===== src/rtl/priority_req_encoder.sv =====
// Sticky request capture with a valid/ready index output; each handshake clears the granted bit.
// Define PRIORITY_REQ_ENCODER_ROUND_ROBIN_EN for rotating priority instead of fixed MSB-first.
module priority_req_encoder #(
    parameter  int N  = 8,
    localparam int W  = $clog2(N),
    localparam int CW = $clog2(N + 1)
) (
    input  logic          clk,
    input  logic          rst_n,
    input  logic [N-1:0]  req_in,
    input  logic          out_ready,
    output logic          out_valid,
    output logic [W-1:0]  out_idx,
    output logic [N-1:0]  pending,
    output logic [CW-1:0] pending_cnt
);

    logic [N-1:0]  r_pending;
    logic [N-1:0]  w_clr;
    logic [W-1:0]  w_idx;
    logic          w_valid;
    logic          w_xfer;
    logic [CW-1:0] w_cnt;

    assign w_valid = |r_pending;
    assign w_xfer  = w_valid & out_ready;

`ifdef PRIORITY_REQ_ENCODER_ROUND_ROBIN_EN
    logic [W-1:0] r_ptr;

    // Search downward from the pointer, wrapping from 0 back to N-1.
    always_comb begin
        int   c;
        logic found;
        w_idx = '0;
        found = 1'b0;
        c     = 0;
        for (int k = 0; k < N; k++) begin
            c = int'(r_ptr) - k;
            if (c < 0) c = c + N;
            if (!found && r_pending[W'(c)]) begin
                w_idx = W'(c);
                found = 1'b1;
            end
        end
    end

    always_ff @(posedge clk) begin
        if (!rst_n) begin
            r_ptr <= W'(N - 1);
        end else if (w_xfer) begin
            r_ptr <= (w_idx == '0) ? W'(N - 1) : w_idx - 1'b1;
        end
    end
`else
    always_comb begin
        w_idx = '0;
        for (int k = 0; k < N; k++) begin
            if (r_pending[k]) w_idx = W'(k);
        end
    end
`endif

    always_comb begin
        w_cnt = '0;
        for (int k = 0; k < N; k++) begin
            w_cnt = w_cnt + CW'(r_pending[k]);
        end
    end

    assign w_clr = w_xfer ? (N'(1) << w_idx) : '0;

    // A new request on the bit being granted keeps it set so it is served again.
    always_ff @(posedge clk) begin
        if (!rst_n) begin
            r_pending <= '0;
        end else begin
            r_pending <= (r_pending & ~w_clr) | req_in;
        end
    end

    assign out_valid   = w_valid;
    assign out_idx     = w_idx;
    assign pending     = r_pending;
    assign pending_cnt = w_cnt;

endmodule


===== config.mk =====
export PLATFORM = sky130hd
export DESIGN_NAME = priority_req_encoder
export DESIGN_NICKNAME = d
export VERILOG_FILES = /design/src/rtl/priority_req_encoder.sv
export SDC_FILE = /design/constraint.sdc
export NUM_CORES = 1
export LEC_CHECK = 0
export CAP_MARGIN = 25
export CORE_AREA = 10 10 47 49
export CTS_BUF_LIST = sky130_fd_sc_hd__clkbuf_4
export CTS_CLUSTER_DIAMETER = 50
export CTS_CLUSTER_SIZE = 24
export DETAILED_ROUTE_END_ITERATION = 12
export DIE_AREA = 0 0 57 59
export DONT_BUFFER_PORTS = 1
export PLACE_DENSITY = 0.61
export REMOVE_ABC_BUFFERS = 1
export SLEW_MARGIN = 20
export SYNTH_ARGS = -nofsm -noshare
export SYNTH_HDL_FRONTEND = slang
export SYNTH_SLANG_ARGS = --single-unit
export TNS_END_PERCENT = 30

===== constraint.sdc =====
create_clock -name clk -period 3.1 [get_ports clk]
set_clock_uncertainty 0.05 [all_clocks]
set_input_delay 0.62 -clock clk [delete_from_list [all_inputs] [get_ports clk]]
set_output_delay 0.62 -clock clk [all_outputs]
set_load 0.02 [all_outputs]

==> results.toml, run 1 <==
[grt]
antenna_found_initial = 0
grt_pass1_vias = 544
gr-total-overflow = 0
grtUsageTotal_pct = 8.55
grt_first_pass_wirelength_mm = 2.36
grt_max_degree = 10

[floorplan]
dieArea_um2 = 3360
die_w_um = 57
die_h_um = 59
num_rows = 14
initial_core_util_pct = 39.1
ios = 27
core_um2 = 1400

[routing]
num_vias = 489
vias_per_cell = 5.15
wl_per_cell_um = 14.2
drc_errors = 0
dr.first_iter.drc_count = 9
drt-total-wl_mm = 1.35
ant_nets = 0
dr.pass1.iters = 2

[pwr]
power.leakage_nw = 0.323
ir_drop_mv = 0.268
power_density_nw_per_um2 = 572

[synth]
synth.largest_area_cell = "dfxtp_1"
synth_area_leaders = "dfxtp_1 29%, fa_1 15%, inv_1 11%, ha_1 9.1%, a21oi_1 5.5%"
avgSynthCellArea_um2 = 8.30
synth_seq_area_share_pct = 29.2
syn_inst = 66
synth-seq-cells = 8
syn-cell-area_um2 = 548
ys_warn_count = 0
ys_types = 21
synth_top_cell_area_share_pct = 29.2

[cts]
clkLatencyLatePin_ps = 250
cts_sinks = 8
clockBufferDepth = 2
h-tree-depth = 1
cts_tree = "built"
numCtsBuffers = 3
cts-root-buf = "clkbuf_4"
hold_buffers = 0
path_clk_slew_ps = 60
cts_setup_buffers = 0

[worst_setup_path]
slowest_delay_ps = 550
cp_cell_sequence = "inv_2, fa_1, fa_1, fa_1, inv_1, ha_1, inv_1, fa_2, inv_4"
cp-start-kind = "flop"
arrival_ps = 2930
critical_path_class = "flop to primary output"
crit_path_end_kind = "primary output"
required_ps = 2430
cpMostUsedCell = "fa_1"
cp_max_fo = 2
slowest_stage = "fa_1"
rrSetupSlack_ps = 1760

[finish]
largest_reg_flops = 8
final_util_pct = 48.3
insertedDiodeCount = 0
drive_above_1_share_pct = 26.6
fillers = 150
mostFrequentLayoutCell = "inv_1"
nNetsFinal = 100
final_cell_mix = "13 x inv_1, 11 x buf_4, 6 x a21oi_1, 6 x dfxtp_1, 5 x nor2_1"
areaGrowthSynthToFinish_pct = 23.5

[sta]
setup-violations-final = 4
worstMarginPinSlew_ps = 812
holdWs_ps = 434
layout_setup_ws_ps = -502
hold_viol_final = 0
finalSetupTns_ps = -1340
max_slew_margin_pct = 45.4
min_period_ps = 3600
fmax_mhz = 278
drv_slew = 0
period_share_pct = 116
rsz0062_at_grt = "yes"

[placed_design]
io_buffers = 0
post-dp-hpwl_mm = 1.18
place.gp.congestion = 0.734

[status]
violations = "negative setup slack"
status = "finished with violations"

[min_path]
hold_class = "input port to flop"

[run]
cap_violations = 0
report_power, final:
part / leakage, nW / internal [mW] / switching (mW)
Combinational: 0.241 / 0.0714 / 0.117
Clock: 0.0138 / 0.0444 / 0.0363
Sequential: 0.0674 / 0.112 / 0.00674
synthesized netlist by cell type:
master    count
a21oi_1       6
a31oi_1       1
and4b_1       1
clkbuf_1      1
dfxtp_1       8
fa_1          4
ha_1          4
inv_1        16
nand2_1       2
nand3_1       1
nor2_1        5
nor2b_1       1
nor3_1        1
nor3b_1       1
nor4_1        1
nor4_2        1
o21a_1        4
o21ai_0       4
o21ai_1       1
o31ai_1       2
xnor2_1       1
stage by stage:
stage | cell area, um^2 | instances | power, mW | setup WS, ps
4_1_cts | 677 | 95 | 0.390 | -515
3_5_place_dp | 647 | 92 | 0.296 | -324
3_3_place_gp | 647 | 92 | 0.293 | -286
5_1_grt | 677 | 95 | 0.421 | -636
2_1_floorplan | 544 | 65 | 0.251 | -517
6_report | 677 | 95 | 0.387 | -502
final timing paths:
check,startpoint,to,cells after the start
setup / recovery,pending[3],pending_cnt[1],9
hold / removal,rst_n,pending[5],1
setup reg to reg,pending[4],pending[0],4
hold reg to reg,pending[1],pending[1],3
cells by family (layout without fill, tap and decap cells):
kind of cell,after synthesis,after routing,synth area share (%)
adder cells (fa/ha/maj),8,8,23.7
buffers and inverters,17,30,11.6
XOR/XNOR,1,1,1.60
flip-flops,8,8,29.2
AO/OA/AOI/OAI,18,18,19.4
AND/OR/NAND/NOR,14,14,14.4
critical path: cells and delay by family (launching register included):
kind | cells | cell delay [ps]
flops | 1 | 330
buf+inv | 4 | 240
fa+ha+maj | 5 | 2100
final cells by class:
class                      instances  area, um^2  area share, %
inverter                          16        62.6           9.24
sequential                         8         163           24.0
clock buffer                       3        22.5           3.33
tap                               16        20.0           2.96
multi-input combinational         41         327           48.2
timing repair buffer              11        82.6           12.2
what timing repair did:
item,4_1_cts,5_1_grt
pin swaps,1,0
gates resized for setup,7,0
endpoints found under the setup margin,4,4
layer usage:
layer | GRT usage (%) | vias up | part of all wire (%)
met4 | 4.70 | 0 | 2.3
met3 | 5.15 | 4 | 11
met1 | 8.28 | 225 | 35
met2 | 14.0 | 18 | 51
met5 | 0 | - | 0
li1 | - | 242 | -
(Power assumes the default switching activity.)
==> run 2, diff against run 1 <==
Settings changed: ABC_AREA set to 1, PLACE_DENSITY 0.61 to 0.65.
==> run 2 against run 1 <==
  * Synthesized cell count increased by 27%
  * Area after synthesis increased by 10%
  * Critical endpoint is now pending_cnt[2]
  * Flip-flop and latch count unchanged
  * Highest routed layer unchanged
  * Sequential share of layout area decreased by 1.9 points
  * The run still ends with negative setup slack left
  * Final cell count increased by 18%
  * Non-clock buffer count decreased by 2
==> results.toml, run 2 <==
[status]
status = "finished with violations"
violations = "negative setup slack"

[routing]
wl_per_cell_um = 13.0
vias_per_cell = 4.79
drt-total-wl_mm = 1.46
dr.first_iter.drc_count = 1
drc_errors = 0
ant_nets = 0
dr.pass1.iters = 2
num_vias = 536

[synth]
synth_top_family_by_area = "simple AND/OR/NAND/NOR gates"
synth-seq-cells = 8
syn-cell-area_um2 = 604
avgSynthCellArea_um2 = 7.19
synth_top_cell_area_share_pct = 26.5
synth_fa_ha_area_share_pct = 21.5
ys_warn_count = 0
async_reset_ff_share_pct = 0
synth_edf_count = 0
muxShareOfSynthArea_pct = 0
synth_most_common_cell = "inv_1"
synth_common_cells = "19 x inv_1, 13 x nand2_1, 8 x dfxtp_1, 8 x nor2_1, 7 x a21oi_1"
synth_compound_area_share_pct = 7.45
ys_types = 18
synth.largest_area_cell = "dfxtp_1"
synth_xor_area_share_pct = 1.45
synth_area_leaders = "dfxtp_1 27%, fa_1 13%, inv_1 12%, ha_1 8.3%, nand2_1 8.1%"
synth-main-ff-cell = "dfxtp_1"
synthSimpleGateAreaFrac_pct = 28.2
syn_inst = 84
synth_seq_area_share_pct = 26.5

[grt]
grtUsageTotal_pct = 8.92
gr-total-overflow = 0
grt_first_pass_wirelength_mm = 2.35
antenna_found_initial = 0
grt_max_degree = 9
grt_pass1_vias = 537

[sta]
period_share_pct = 117
drv_slew = 0
rsz0062_at_grt = "yes"
min_period_ps = 3640
max_slew_margin_pct = 75.7
hold_viol_final = 0
fmax_mhz = 275
setup-violations-final = 4
worstMarginPinSlew_ps = 363
layout_setup_ws_ps = -540

[min_path]
hold_class = "input port to flop"

[cts]
cts_sinks = 8
path_clk_slew_ps = 60
clkLatencyLatePin_ps = 260
clockBufferDepth = 2
numCtsBuffers = 3
h-tree-depth = 1
cts_tree = "built"
cts-root-buf = "clkbuf_4"

[finish]
stdcell_area_um2 = 731
largest_reg_flops = 8
drive_above_1_share_pct = 31.3
insertedDiodeCount = 0
final_cell_mix = "17 x inv_1, 12 x nand2_1, 9 x buf_4"
fillers = 152
mostFrequentLayoutCell = "inv_1"
final_cell_count_no_fill = 112
areaGrowthSynthToFinish_pct = 20.9
nNetsFinal = 117

[floorplan]
num_rows = 14
core_um2 = 1400
ios = 27
initial_core_util_pct = 43.1
dieArea_um2 = 3360
die_h_um = 59
die_w_um = 57

[worst_setup_path]
crit_path_end_kind = "primary output"
cp-start-kind = "flop"
critical_path_class = "flop to primary output"
cp_max_fo = 2
arrival_ps = 2970
required_ps = 2430

[placed_design]
place.gp.congestion = 0.860
placed_area_um2 = 692
dp.cells = 109
post-dp-hpwl_mm = 1.26
io_buffers = 0

[pwr]
ir_drop_mv = 0.255
power.leakage_nw = 0.392
power_density_nw_per_um2 = 544

[run]
cap_violations = 0
==> run 2: changes by cell type in the layout (fill, tap and decap cells not counted), moves of 2 or more <==
cell,delta
nor2_1,+3
inv_2,+4
nand3_1,+4
nor2_4,+2
inv_1,+4
nand2_1,+10
o21a_1,-4
o21ai_0,-3
nand2_2,+3
o31ai_1,-2
buf_4,-2
==> run 2: cell type report <==
type / instances / area [um^2] / area share, %
Tap cell: 16 / 20.0 / 2.74
Clock buffer: 3 / 22.5 / 3.08
Sequential cell: 8 / 161 / 22.1
Inverter: 24 / 92.6 / 12.7
Multi-Input combinational cell: 52 / 367 / 50.2
Timing Repair Buffer: 9 / 67.6 / 9.25
==> run 2: worst paths after layout <==
check | start | end | slack (ps) | cells past startpoint
hold reg to reg | pending[4] | pending[4] | 560 | 2
hold / removal | req_in[6] | pending[6] | 430 | 2
setup reg to reg | pending[2] | pending[3] | 1600 | 10
setup / recovery | pending[0] | pending_cnt[2] | -540 | 10
==> run 2: kinds of logic after synthesis <==
kind of cell,after synthesis
AOI/OAI and AO/OA,9
DFF,8
adders and majority gates,8
buffers and inverters,24
xor gates and xnor gates,1
and+or+nand+nor,34
==> run 2: report_power, final <==
part | leakage [nW] | internal [mW] | switching, mW
Combinational | 0.311 | 0.0717 | 0.121
Clock | 0.0138 | 0.0446 | 0.0399
Sequential | 0.0672 | 0.111 | 0.00960
Total | 0.392 | 0.227 | 0.170
==> run 2: layer usage <==
layer  global-route usage (%)  up-vias  share of wire [%]
met4                     6.04        0                2.7
met3                     4.72        5                8.0
met5                        0        -                  0
met2                     15.8       14                 53
met1                     7.63      241                 36
li1                         -      276                  -
==> run 2: worst max-delay path, cell delays in order, from the launching register on <==
cell and delay [ps]:
dfxtp_2 330, inv_2 40, fa_1 550, fa_1 430, fa_1 430, inv_1 60, ha_1 150, inv_1 60
fa_2 350, xnor2_2 140, buf_4 160
==> run 2: per-stage QoR <==
| step | util, % | setup TNS (ps) | hold slack [ps] | power (mW) | worst slack (ps) |
|---|---|---|---|---|---|
| 6_report | 52.1 | -1270 | 426 | 0.397 | -540 |
| 5_1_grt | 52.1 | -1620 | 426 | 0.428 | -637 |
| 4_1_cts | 51.6 | -1360 | 426 | 0.397 | -550 |
| 3_5_place_dp | 49.4 | -606 | 566 | 0.299 | -328 |
| 3_3_place_gp | 49.4 | -479 | 554 | 0.293 | -250 |
| 2_1_floorplan | - | -913 | 518 | 0.256 | -524 |
==> run 2: what timing repair did <==
| item | in CTS | in global routing |
|---|---|---|
| setup buffers | 0 | 0 |
| hold buffers | 0 | 0 |
| setup endpoints to repair | 4 | 4 |
| gates resized for setup | 5 | 2 |
==> run 3, diff against run 2 <==
Settings changed: ABC_AREA 1 to unset, CORE_AREA 10 10 47 49 to unset, CORE_MARGIN set to 10, CORE_UTILIZATION set to 30, DIE_AREA 0 0 57 59 to unset, PLACE_DENSITY 0.65 to 0.48.
==> run 3 against run 2 <==
  * The run still ends with negative setup slack left
  * Clock power is 1% higher
  * Die area is 17% higher
  * First-iteration DRC count grew to 27 times the previous value
  * Final cell count is 6.3% lower
  * Total power is 4.4% higher
  * Core utilization is 11 points lower
  * Sequential share of layout area is 0.88 points higher
  * Register-to-register slack better by 110 ps
  * Worst setup slack worse by 6.2 ps
  * Sequential power hardly changed
  * Worst hold slack worse by 4.1 ps
  * Largest cell class unchanged
==> results.toml, run 3 (synthesis gave the netlist of run 1 again) <==
[grt]
globalRouteMet1Util_pct = 7.91
antenna_found_initial = 0
grt_max_degree = 10
grtUsageTotal_pct = 8.06
grt_most_used_layer = "met2"
met3_usage_pct = 5.38
grt_pass1_vias = 514
grt_first_pass_wirelength_mm = 2.52
grt_util_met2_pct = 13.8
gr-total-overflow = 0

[pwr]
power_mw = 0.414
ir_drop_mv = 0.231
clock_power_share_pct = 20.7
power.share.switching_pct = 41.8
pwr-share-comb_pct = 50.7
power.leakage_nw = 0.327
power.switching_mw = 0.173
seqPwrFrac_pct = 28.6
p_int_mw = 0.241
power_density_nw_per_um2 = 585

[cts]
cts-root-buf = "clkbuf_4"
path_clk_slew_ps = 60
cts_tree = "built"
numCtsBuffers = 3
clkLatencyLatePin_ps = 260
cts_setup_buffers = 0
cts_sinks = 8
clockBufferDepth = 2
h-tree-depth = 1

[worst_setup_path]
cp-start-kind = "flop"
cp_cell_sequence = "inv_2, fa_1, fa_1, fa_1, inv_1, ha_4, inv_2, fa_2, xnor2_1, buf_4"
rrSetupSlack_ps = 1710
critical_path_class = "flop to primary output"
cp.buffers_inverters = 4
slowest_stage = "fa_1"
cp_max_fo = 2
arrival_ps = 2980
crit_family = "adder cells"
crit_path_end_kind = "primary output"
required_ps = 2430
cpMostUsedCell = "fa_1"
slowest_delay_ps = 540

[min_path]
hold_class = "input port to flop"

[routing]
vias_per_cell = 4.82
dr.first_iter.drc_count = 27
num_vias = 506
dr.pass1.iters = 4
drt-total-wl_mm = 1.57
drc_errors = 0
wl_per_cell_um = 15.0
ant_nets = 0

[floorplan]
die_w_um = 62.7
core_um2 = 1730
initial_core_util_pct = 31.7
dieArea_um2 = 3940
die_h_um = 62.7
num_rows = 15
ios = 27

[placed_design]
io_buffers = 0
post-dp-hpwl_mm = 1.31
place.gp.congestion = 0.705
placed_area_um2 = 666
dp.cells = 102

[finish]
final_cell_mix = "13 x inv_1, 12 x buf_4, 6 x a21oi_1, 6 x dfxtp_1, 5 x nor2_1"
fillers = 184
nNetsFinal = 101
areaGrowthSynthToFinish_pct = 29.2
final_cell_count_no_fill = 105
insertedDiodeCount = 0
largest_reg_flops = 8
mostFrequentLayoutCell = "inv_1"
stdcell_area_um2 = 708
drive_above_1_share_pct = 28.7

[sta]
rsz0062_at_grt = "yes"
setup-violations-final = 4
max_slew_margin_pct = 50.0
finalSetupTns_ps = -1380
fmax_mhz = 274
drv_slew = 0
period_share_pct = 118
layout_setup_ws_ps = -547
min_period_ps = 3650
holdWs_ps = 422
worstMarginPinSlew_ps = 743
hold_viol_final = 0

[status]
violations = "negative setup slack"
status = "finished with violations"

[run]
cap_violations = 0
-- run 3: cell types whose count changed in the layout (fill, tap and decap cells not counted), moves of 4 or more --
cell,delta
inv_2,-4
o21a_1,+4
nand3_1,-4
inv_1,-4
nand2_1,-10
-- run 3: worst paths after layout --
path,cells after the start,start,to
worst max register to register,4,pending[7],pending[0]
worst min-delay path,2,req_in[1],pending[1]
worst max-delay path,10,pending[0],pending_cnt[2]
worst min register to register,3,pending[1],pending[1]
-- run 3: area by class of cell --
type | instances | area (um^2) | area share [%]
Multi-Input combinational cell | 41 | 339 | 47.9
Clock buffer | 3 | 22.5 | 3.18
Inverter | 16 | 62.6 | 8.83
Timing Repair Buffer | 12 | 90.1 | 12.7
Sequential cell | 8 | 163 | 23.0
Tap cell | 25 | 31.3 | 4.42
-- run 3: worst reg2reg max path: stages (launching register included) --
cell and delay (ps):
dfxtp_1 310, buf_4 170, nor4_2 380, and4b_1 280
a31oi_1 90
-- run 3: timing repair --
| item | in CTS | in global routing |
|---|---|---|
| hold buffers | 0 | 0 |
| resized for setup | 6 | 3 |
| setup endpoints to repair | 4 | 4 |
| endpoints found under the hold margin | 0 | 0 |
-- run 3: power groups by stage --
stage,registers [mW],logic [mW],clock network (mW)
2_1_floorplan,0.133,0.119,0
3_3_place_gp,0.120,0.177,0
3_5_place_dp,0.120,0.187,0
4_1_cts,0.118,0.202,0.0856
5_1_grt,0.120,0.232,0.0899
6_report,0.119,0.210,0.0857
-- run 3: metal layers --
metal / part of all wire, % / vias to the layer above / wire length (um)
li1: - / 247 / -
met1: 37 / 235 / 588
met2: 50 / 22 / 781
met3: 12 / 2 / 191
met4: 0.64 / 0 / 10
met5: 0 / - / 0
-- run 3: metrics by stage --
step | setup slack [ps] | utilization, %
final | -547 | 41.0
after global routing | -617 | 41.0
after CTS | -582 | 40.3
after detailed placement | -384 | 38.6
after global placement | -286 | 38.6
after floorplan | -517 | -
